## config.mk

```make
export PLATFORM = sky130hd
export DESIGN_NAME = mac_seq_ctrl_flat
export DESIGN_NICKNAME = d
export VERILOG_FILES = /design/src/rtl/mac_seq_ctrl_if.sv /design/src/rtl/mac_seq_ctrl.sv /design/src/flat_wrapper.sv
export SDC_FILE = /design/constraint.sdc
export NUM_CORES = 1
export LEC_CHECK = 0
export ABC_CLOCK_PERIOD_IN_PS = 1990
export CORE_ASPECT_RATIO = 1.4
export CORE_MARGIN = 5
export CORE_UTILIZATION = 38
export CTS_CLUSTER_DIAMETER = 50
export DETAILED_ROUTE_END_ITERATION = 8
export GPL_TIMING_DRIVEN = 0
export PLACE_DENSITY = 0.7
export REMOVE_ABC_BUFFERS = 1
export SLEW_MARGIN = 0
export SYNTH_ARGS = -nofsm -noshare
export SYNTH_HDL_FRONTEND = slang
export SYNTH_SLANG_ARGS = --single-unit
```

## constraint.sdc

```tcl
create_clock -name clk -period 1.99 [get_ports clk]
set_input_delay 0.2985 -clock clk [delete_from_list [all_inputs] [get_ports clk]]
set_output_delay 0.2985 -clock clk [all_outputs]
set_load 0.02 [all_outputs]
```

## src/rtl/mac_seq_ctrl_if.sv

```systemverilog
// rtl/mac_seq_ctrl_if.sv - command, operand stream and mac-side signals of the mac job sequencer
interface mac_seq_ctrl_if #(
  parameter int LEN_W = 8
);
  logic             start;
  logic [LEN_W-1:0] len;
  logic [7:0]       in_opa;
  logic [7:0]       in_opb;
  logic             in_valid;
  logic             in_ready;
  logic [7:0]       mac_opa;
  logic [7:0]       mac_opb;
  logic             mac_clr;
  logic [15:0]      mac_out;
  logic             busy;
  logic             done;
  logic [15:0]      result;
  logic             ovf;

  // master: operand source, job requester and the mac itself
  modport master (
    output start, len, in_opa, in_opb, in_valid, mac_out,
    input  in_ready, mac_opa, mac_opb, mac_clr, busy, done, result, ovf
  );

  modport slave (
    input  start, len, in_opa, in_opb, in_valid, mac_out,
    output in_ready, mac_opa, mac_opb, mac_clr, busy, done, result, ovf
  );
endinterface

```

## src/rtl/mac_seq_ctrl.sv

```systemverilog
// rtl/mac_seq_ctrl.sv - job sequencer feeding operand pairs to an 8x8->16 accumulate unit
module mac_seq_ctrl #(
  parameter int LEN_W   = 8,
  parameter int MAC_LAT = 1
) (
  input  logic          clk,
  input  logic          clr,
  mac_seq_ctrl_if.slave bus
);
  localparam int DCNT_W = (MAC_LAT < 1) ? 1 : $clog2(MAC_LAT + 1);

  typedef enum logic [2:0] {
    S_IDLE,
    S_CLEAR,
    S_RUN,
    S_DRAIN,
    S_DONE
  } state_t;

  state_t            state;
  state_t            state_nxt;
  logic [LEN_W-1:0]  remain;
  logic [DCNT_W-1:0] dcnt;
  logic [15:0]       prev;
  logic [7:0]        mac_opa_q;
  logic [7:0]        mac_opb_q;
  logic [15:0]       result_q;
  logic              ovf_q;
  logic              in_ready_c;
  logic              mac_clr_c;
  logic              busy_c;
  logic              done_c;
  logic              accept;
  logic              last_beat;

  assign accept    = bus.in_valid & in_ready_c;
  assign last_beat = accept && (remain == LEN_W'(1));

  always_ff @(posedge clk or posedge clr) begin
    if (clr) begin
      state <= S_IDLE;
    end else begin
      state <= state_nxt;
    end
  end

  always_comb begin
    state_nxt  = state;
    in_ready_c = 1'b0;
    mac_clr_c  = 1'b0;
    busy_c     = 1'b1;
    done_c     = 1'b0;
    case (state)
      S_IDLE: begin
        busy_c = 1'b0;
        if (bus.start) begin
          state_nxt = (bus.len == '0) ? S_DONE : S_CLEAR;
        end
      end
      S_CLEAR: begin
        mac_clr_c = 1'b1;
        state_nxt = S_RUN;
      end
      S_RUN: begin
        in_ready_c = (remain != '0);
        if (last_beat) begin
          state_nxt = S_DRAIN;
        end
      end
      S_DRAIN: begin
        if (dcnt == '0) begin
          state_nxt = S_DONE;
        end
      end
      S_DONE: begin
        done_c    = 1'b1;
        state_nxt = S_IDLE;
      end
      default: begin
        busy_c    = 1'b0;
        state_nxt = S_IDLE;
      end
    endcase
  end

  // The mac has no enable: every edge without an accepted beat feeds 0*0.
  always_ff @(posedge clk or posedge clr) begin
    if (clr) begin
      mac_opa_q <= '0;
      mac_opb_q <= '0;
      remain    <= '0;
      dcnt      <= '0;
      prev      <= '0;
      result_q  <= '0;
      ovf_q     <= 1'b0;
    end else begin
      mac_opa_q <= accept ? bus.in_opa : 8'd0;
      mac_opb_q <= accept ? bus.in_opb : 8'd0;
      case (state)
        S_IDLE: begin
          if (bus.start) begin
            remain <= bus.len;
            if (bus.len == '0) begin
              result_q <= '0;
              ovf_q    <= 1'b0;
            end
          end
        end
        S_CLEAR: begin
          prev  <= '0;
          ovf_q <= 1'b0;
        end
        S_RUN: begin
          if (accept) begin
            remain <= remain - LEN_W'(1);
          end
          if (last_beat) begin
            dcnt <= DCNT_W'(MAC_LAT);
          end
          if (bus.mac_out < prev) begin
            ovf_q <= 1'b1;
          end
          prev <= bus.mac_out;
        end
        S_DRAIN: begin
          if (dcnt != '0) begin
            dcnt <= dcnt - DCNT_W'(1);
          end else begin
            result_q <= bus.mac_out;
          end
          if (bus.mac_out < prev) begin
            ovf_q <= 1'b1;
          end
          prev <= bus.mac_out;
        end
        default: begin
        end
      endcase
    end
  end

  assign bus.in_ready = in_ready_c;
  assign bus.mac_clr  = mac_clr_c;
  assign bus.busy     = busy_c;
  assign bus.done     = done_c;
  assign bus.mac_opa  = mac_opa_q;
  assign bus.mac_opb  = mac_opb_q;
  assign bus.result   = result_q;
  assign bus.ovf      = ovf_q;
endmodule
```

## src/flat_wrapper.sv

```systemverilog
// flat-port wrapper written by rule: the top's interface ports become plain ports
module mac_seq_ctrl_flat 
#(
  parameter int LEN_W   = 8,
  parameter int MAC_LAT = 1
)
  (clk, clr, bus_start, bus_len, bus_in_opa, bus_in_opb, bus_in_valid, bus_mac_out, bus_in_ready, bus_mac_opa, bus_mac_opb, bus_mac_clr, bus_busy, bus_done, bus_result, bus_ovf);
  mac_seq_ctrl_if #(.LEN_W(LEN_W)) bus_i ();
  input  logic clk;
  input  logic clr;
  input wire logic [$bits(bus_i.start)-1:0] bus_start;
  input wire logic [$bits(bus_i.len)-1:0] bus_len;
  input wire logic [$bits(bus_i.in_opa)-1:0] bus_in_opa;
  input wire logic [$bits(bus_i.in_opb)-1:0] bus_in_opb;
  input wire logic [$bits(bus_i.in_valid)-1:0] bus_in_valid;
  input wire logic [$bits(bus_i.mac_out)-1:0] bus_mac_out;
  output wire logic [$bits(bus_i.in_ready)-1:0] bus_in_ready;
  output wire logic [$bits(bus_i.mac_opa)-1:0] bus_mac_opa;
  output wire logic [$bits(bus_i.mac_opb)-1:0] bus_mac_opb;
  output wire logic [$bits(bus_i.mac_clr)-1:0] bus_mac_clr;
  output wire logic [$bits(bus_i.busy)-1:0] bus_busy;
  output wire logic [$bits(bus_i.done)-1:0] bus_done;
  output wire logic [$bits(bus_i.result)-1:0] bus_result;
  output wire logic [$bits(bus_i.ovf)-1:0] bus_ovf;
  assign bus_i.start = bus_start;
  assign bus_i.len = bus_len;
  assign bus_i.in_opa = bus_in_opa;
  assign bus_i.in_opb = bus_in_opb;
  assign bus_i.in_valid = bus_in_valid;
  assign bus_i.mac_out = bus_mac_out;
  assign bus_in_ready = bus_i.in_ready;
  assign bus_mac_opa = bus_i.mac_opa;
  assign bus_mac_opb = bus_i.mac_opb;
  assign bus_mac_clr = bus_i.mac_clr;
  assign bus_busy = bus_i.busy;
  assign bus_done = bus_i.done;
  assign bus_result = bus_i.result;
  assign bus_ovf = bus_i.ovf;
  mac_seq_ctrl #(.LEN_W(LEN_W), .MAC_LAT(MAC_LAT)) u_core (.clk(clk), .clr(clr), .bus(bus_i));
endmodule
```

==> results.ini, run 1 <==
[outcome]
status = complete, no violations

[sta]
worstMarginPinSlew_ns = 0.742
maxSlewHeadroom_pct = 50.3
maxSlewViolCount = 0
fmax_mhz = 526
period_needed_ns = 1.90
final-hold-violation-count = 0
finalClockSkew_ns = 0.00779
rsz0062_at_grt = no
finalCritPeriodShare_pct = 95.5
finalSetupViolCount = 0

[global_route]
grt_pass1_wl_um = 12200
grt_pass1_vias = 2452
grt_remaining_overflow = 0
grt_max_degree = 39
grt_usage_pct = 16.1
antenna_found_initial = 0

[detailed_routing]
dr.pass1.iters = 4
avgViaCountPerCell = 5.17
avgRoutedWirePerCell_um = 16.2
antenna_left = 0
vias = 2406
drt_wl_total_um = 7520
drc = 0
first_iter_violations = 94

[cts]
root_buffer = clkbuf_8
clk_pin_slew_ns = 0.07
cts_tree = yes
cts.hold.buffers_added = 0
cts_made_buffers = 9
htree_levels = 3
clockBufferDepth = 2
clkLatencyLatePin_ns = 0.35
cts.sinks = 61

[pwr]
power_density_mw_per_mm2 = 1600
vdd.ir_drop.worst_v = 0.000584
p_leak_nw = 2.07
finalPower_w = 0.00683

[worst_hold_path]
hold_path.class = in -> async

[placed_design]
place_congestion = 0.792
dp_hpwl_um = 5040
place_area_mm2 = 0.00392
io_buffers = 80

[worst_setup_path]
worstRegToRegCells = 5
worst_ep_arrival_time_ns = 1.60
critPathRequiredTime_ns = 1.69
r2r_start = u_core.state[2]$_DFFE_PP0P_
worstSetupStartpoint = u_core.state[0]$_DFFE_PP0P_
critPathMaxStageDelay_ns = 0.57
cp-end-kind = output pin
r2r_end = u_core.bus.result[3]$_DFFE_PP0P_
r2r_slack_ns = 0.14
crit_type = reg -> out
slowest_stage = dfrtp_4
start_kind = flop
path_max_fanout = 13
crit_chain = nor2_1, xnor2_1, dlygate4sd2_1

[floorplan]
die_x_um = 85.7
ios = 81
fp-row-count = 38
dieHeight_um = 116
initial_core_util_pct = 39.1
core_area_mm2 = 0.00780
die_area_mm2 = 0.00994

[final_layout]
final_area_mm2 = 0.00428
syn2layout_area_growth_pct = 40.5
fill_cells = 721
final_cell_mix = clkdlybuf4s50_1 (76), dfrtp_1 (58), and3_1 (32), inv_1 (24), ha_1 (18)
final_nets = 422
multi_input_area_mm2 = 0.00140
seq_area_mm2 = 0.00153
drive_gt1_share_pct = 15.3
antennaDiodeCount = 0
final_common_cell = clkdlybuf4s50_1

[synthesis]
synth-edff-count = 0
synth_cell_types = 45
yosysWarnings = 0
ys_seq_area_share_pct = 50.1
synth-seq-cells = 61
netlist_instances = 277
syn_avg_cell_area_um2 = 11.0
syn_area_mm2 = 0.00305
synth-main-ff-cell = dfrtp_1
async_reset_ff_share_pct = 100

[job]
maxCapViolCount = 0

==> critical path: cells and delay by family (launching register included) <==
kind	cells	cell delay, ns
buf+inv	1	0.36
xor+xnor	1	0.13
simple gates	1	0.19
flops	1	0.57
==> synth_stat cells (all sizes together), types with 2 or more instances <==
cell / count / area (um^2)
clkbuf: 10 / 37.5
a22o: 16 / 140
a22oi: 2 / 15.0
o21ai: 14 / 73.8
a221oi: 2 / 17.5
mux2: 16 / 214
nand4: 3 / 18.8
a21oi: 13 / 65.1
dfrtp: 61 / 1530
nand3: 2 / 10.0
a31oi: 3 / 25.0
ha: 18 / 225
nor3: 7 / 51.3
a2bb2oi: 2 / 17.5
a21o: 3 / 22.5
nor2: 8 / 30.0
nand2: 10 / 37.5
o22ai: 3 / 18.8
nor4: 5 / 31.3
nand2b: 3 / 18.8
and3: 32 / 200
buf: 6 / 50.0
inv: 25 / 93.8
==> metrics by stage <==
stage	cells	setup slack (ns)	hold WS, ns	setup TNS [ns]	util [%]
2_1_floorplan	261	-0.548	0.431	-8.73	-
3_3_place_gp	441	-1.30	0.487	-100.95	49.8
3_5_place_dp	443	-1.36	0.491	-29.61	50.3
4_1_cts	462	0.0137	0.316	0	54.4
5_1_grt	465	0.00656	0.368	0	54.9
6_report	465	0.0889	0.309	0	54.9
==> registers in the layout, indices dropped and copies added, names as in the netlist <==
register            count
u_core.bus.ovf          1
u_core.remain           8
u_core.bus.result      16
u_core.prev            16
u_core.state            3
u_core.bus.mac_opa      8
u_core.dcnt             1
u_core.bus.mac_opb      8
==> power breakdown <==
group / leakage, nW / switching, W / internal [W]
sequential: 0.796 / 0.000367 / 0.00174
clock: 0.136 / 0.000508 / 0.000992
combinational: 1.14 / 0.00171 / 0.00151
total: 2.07 / 0.00258 / 0.00425
==> layout make-up <==
class | instances | share of cell area [%]
Clock buffer | 10 | 3.21
Clock inverter | 6 | 3.13
Inverter | 25 | 2.19
Multi-Input combinational cell | 176 | 32.6
Sequential cell | 61 | 35.8
Tap cell | 100 | 2.92
Timing Repair Buffer | 87 | 20.1
==> worst max-delay path by stage <==
stage	cells past startpoint	end	slack (ns)
global route	3	bus_busy	0.007
floorplan	5	u_core.bus.result[10]$_DFFE_PP0P_	-0.55
global placement	5	u_core.bus.result[15]$_DFFE_PP0P_	-1.30
finish	3	bus_busy	0.09
detailed placement	5	u_core.bus.result[9]$_DFFE_PP0P_	-1.36
CTS	5	u_core.remain[3]$_DFFE_PP0P_	0.01
==> layer usage <==
metal | GRT usage, % | wire length (um) | vias to the layer above
met5 | 0 | 0 | -
met4 | 7.60 | 156 | 0
met3 | 4.20 | 413 | 10
met2 | 27.9 | 3850 | 58
met1 | 18.3 | 3100 | 1177
li1 | - | - | 1161
==> logic make-up (layout without fill, tap and decap cells) <==
group / count (synthesis) / count (layout) / share of synthesized area [%]
simple gates: 75 / 76 / 14.5
compound gates: 65 / 65 / 14.8
flops: 61 / 61 / 50.1
buf+inv: 41 / 128 / 5.95
fa+ha+maj: 18 / 18 / 7.39
mux: 16 / 16 / 7.02
xor+xnor: 1 / 1 / 0.287
==> repair_timing <==
action                     in CTS  in global routing
buffers inserted                2                  3
cloned                          1                  0
setup endpoints to repair      31                 10
pin swaps                       0                  1
resized for setup              17                  3
Note: power is estimated with default switching activity, not from simulation.
==> run 2: changes to the inputs <==
--- a/config.mk
+++ b/config.mk
@@ -11,8 +11,9 @@
 export CORE_UTILIZATION = 38
 export CTS_CLUSTER_DIAMETER = 50
 export DETAILED_ROUTE_END_ITERATION = 8
+export DONT_BUFFER_PORTS = 1
 export GPL_TIMING_DRIVEN = 0
-export PLACE_DENSITY = 0.7
+export PLACE_DENSITY = 0.57
 export REMOVE_ABC_BUFFERS = 1
 export SLEW_MARGIN = 0
 export SYNTH_ARGS = -nofsm -noshare
==> results.ini, run 2 (synthesis results as in run 1) <==
[global_route]
antenna_found_initial = 0
grt_max_degree = 25
grt_usage_pct = 15.6
grt_remaining_overflow = 0
grt_pass1_vias = 2239
grt_pass1_wl_um = 11700

[sta]
maxSlewHeadroom_pct = 50.9
rsz0062_at_grt = no
finalCritPeriodShare_pct = 95.0
period_needed_ns = 1.89
worstMarginPinSlew_ns = 0.733
fmax_mhz = 529
finalSetupViolCount = 0
worst_slack_ns = 0.0990
maxSlewViolCount = 0
fin_setup_tns_ns = 0
final-hold-violation-count = 0
hold_ws_ns = 0.0920
finalClockSkew_ns = 0.00866

[worst_setup_path]
path_max_fanout = 17
cp-end-kind = flop
crit_type = reg -> reg
worstRegToRegCells = 5
r2r_end = u_core.bus.result[5]$_DFFE_PP0P_
critPathRequiredTime_ns = 2.21
r2r_slack_ns = 0.1
start_kind = flop
r2r_start = u_core.state[2]$_DFFE_PP0P_
worst_ep_arrival_time_ns = 2.11

[final_layout]
post-route-util_pct = 44.1
seq_area_mm2 = 0.00153
antennaDiodeCount = 0
fill_cells = 769
final_area_mm2 = 0.00344
final_nets = 341
final_common_cell = dfrtp_1
drive_gt1_share_pct = 18.3
multi_input_area_mm2 = 0.00141
syn2layout_area_growth_pct = 12.8
final_cell_mix = dfrtp_1 (58), and3_1 (32), inv_1 (24), ha_1 (18), a22o_1 (16)

[floorplan]
die_area_mm2 = 0.00994
fp-row-count = 38
initial_core_util_pct = 39.1
dieHeight_um = 116
die_x_um = 85.7
ios = 81
core_area_mm2 = 0.00780

[worst_hold_path]
hp-start = bus_mac_out[6]
whs_endpoint = u_core.prev[6]$_DFFE_PP0P_
hold_path_depth = 1
hold_path.class = in -> reg

[placed_design]
place_area_mm2 = 0.00315
place_congestion = 0.745
io_buffers = 0
place_ws_ns = -1.41
dp_hpwl_um = 4900

[pwr]
vdd.ir_drop.worst_v = 0.000591
p_leak_nw = 1.73
power_density_mw_per_mm2 = 1700

[detailed_routing]
wl_met3_um = 479
drc = 0
avgViaCountPerCell = 5.48
wl_met2_um = 3780
first_iter_violations = 51
vias = 2105
antenna_left = 0
avgRoutedWirePerCell_um = 18.8
maxUsedRoutingLayer = met4
dr.pass1.iters = 4
drt_wl_total_um = 7200
drt-met1-wl_um = 2810

[cts]
clk_pin_slew_ns = 0.07
clkLatencyLatePin_ns = 0.34
htree_levels = 3
root_buffer = clkbuf_8
cts_made_buffers = 9
cts.sinks = 61
cts_tree = yes
clockBufferDepth = 2

[job]
maxCapViolCount = 0

[outcome]
status = complete, no violations

-- run 2: critical path: stages (launching register included) --
cell     delay, ns
dfrtp_2       0.52
nor2b_4       0.20
buf_4         0.24
nand2_1       0.11
o22a_4        0.36
mux2_4        0.34
-- run 2: layout make-up --
class | count | share of cell area [%]
Clock inverter | 4 | 1.38
Inverter | 25 | 2.73
Sequential cell | 61 | 44.6
Clock buffer | 12 | 4.22
Timing Repair Buffer | 6 | 2.44
Multi-Input combinational cell | 176 | 41.0
Tap cell | 100 | 3.64
-- run 2: stage by stage --
step                total power [W]  cells
detailed placement          0.00462    364
global placement            0.00450    361
global route                0.00628    384
finish                      0.00584    384
floorplan                   0.00400    261
CTS                         0.00589    383
-- run 2: what timing repair did --
action,in CTS,in global routing
endpoints found under the hold margin,17,0
hold buffers,1,0
setup endpoints to repair,32,28
pin swaps,0,2
gates cloned,1,0
resized for setup,10,5
buffers inserted,1,1
-- run 2: how the worst max path moves through the flow --
stage | end | cells past startpoint | start
final | u_core.bus.result[5]$_DFFE_PP0P_ | 5 | u_core.state[2]$_DFFE_PP0P_
after global routing | u_core.bus.result[8]$_DFFE_PP0P_ | 5 | u_core.state[2]$_DFFE_PP0P_
after CTS | u_core.bus.result[5]$_DFFE_PP0P_ | 4 | u_core.state[0]$_DFFE_PP0P_
after detailed placement | u_core.bus.result[9]$_DFFE_PP0P_ | 5 | u_core.state[2]$_DFFE_PP0P_
after global placement | u_core.bus.result[15]$_DFFE_PP0P_ | 5 | u_core.state[2]$_DFFE_PP0P_
after floorplan | u_core.bus.result[10]$_DFFE_PP0P_ | 5 | u_core.state[2]$_DFFE_PP0P_
-- run 2: power breakdown --
part	total [W]	switching [W]	internal (W)
clock network	0.00111	0.000496	0.000610
logic	0.00225	0.00123	0.00101
registers	0.00249	0.000744	0.00174
total	0.00584	0.00248	0.00337
-- run 2: routing by layer --
metal / vias to the layer above / GRT usage [%]
met1: 1042 / 17.5
li1: 998 / -
met4: 0 / 6.97
met3: 9 / 5.69
met5: - / 0
met2: 56 / 26.5
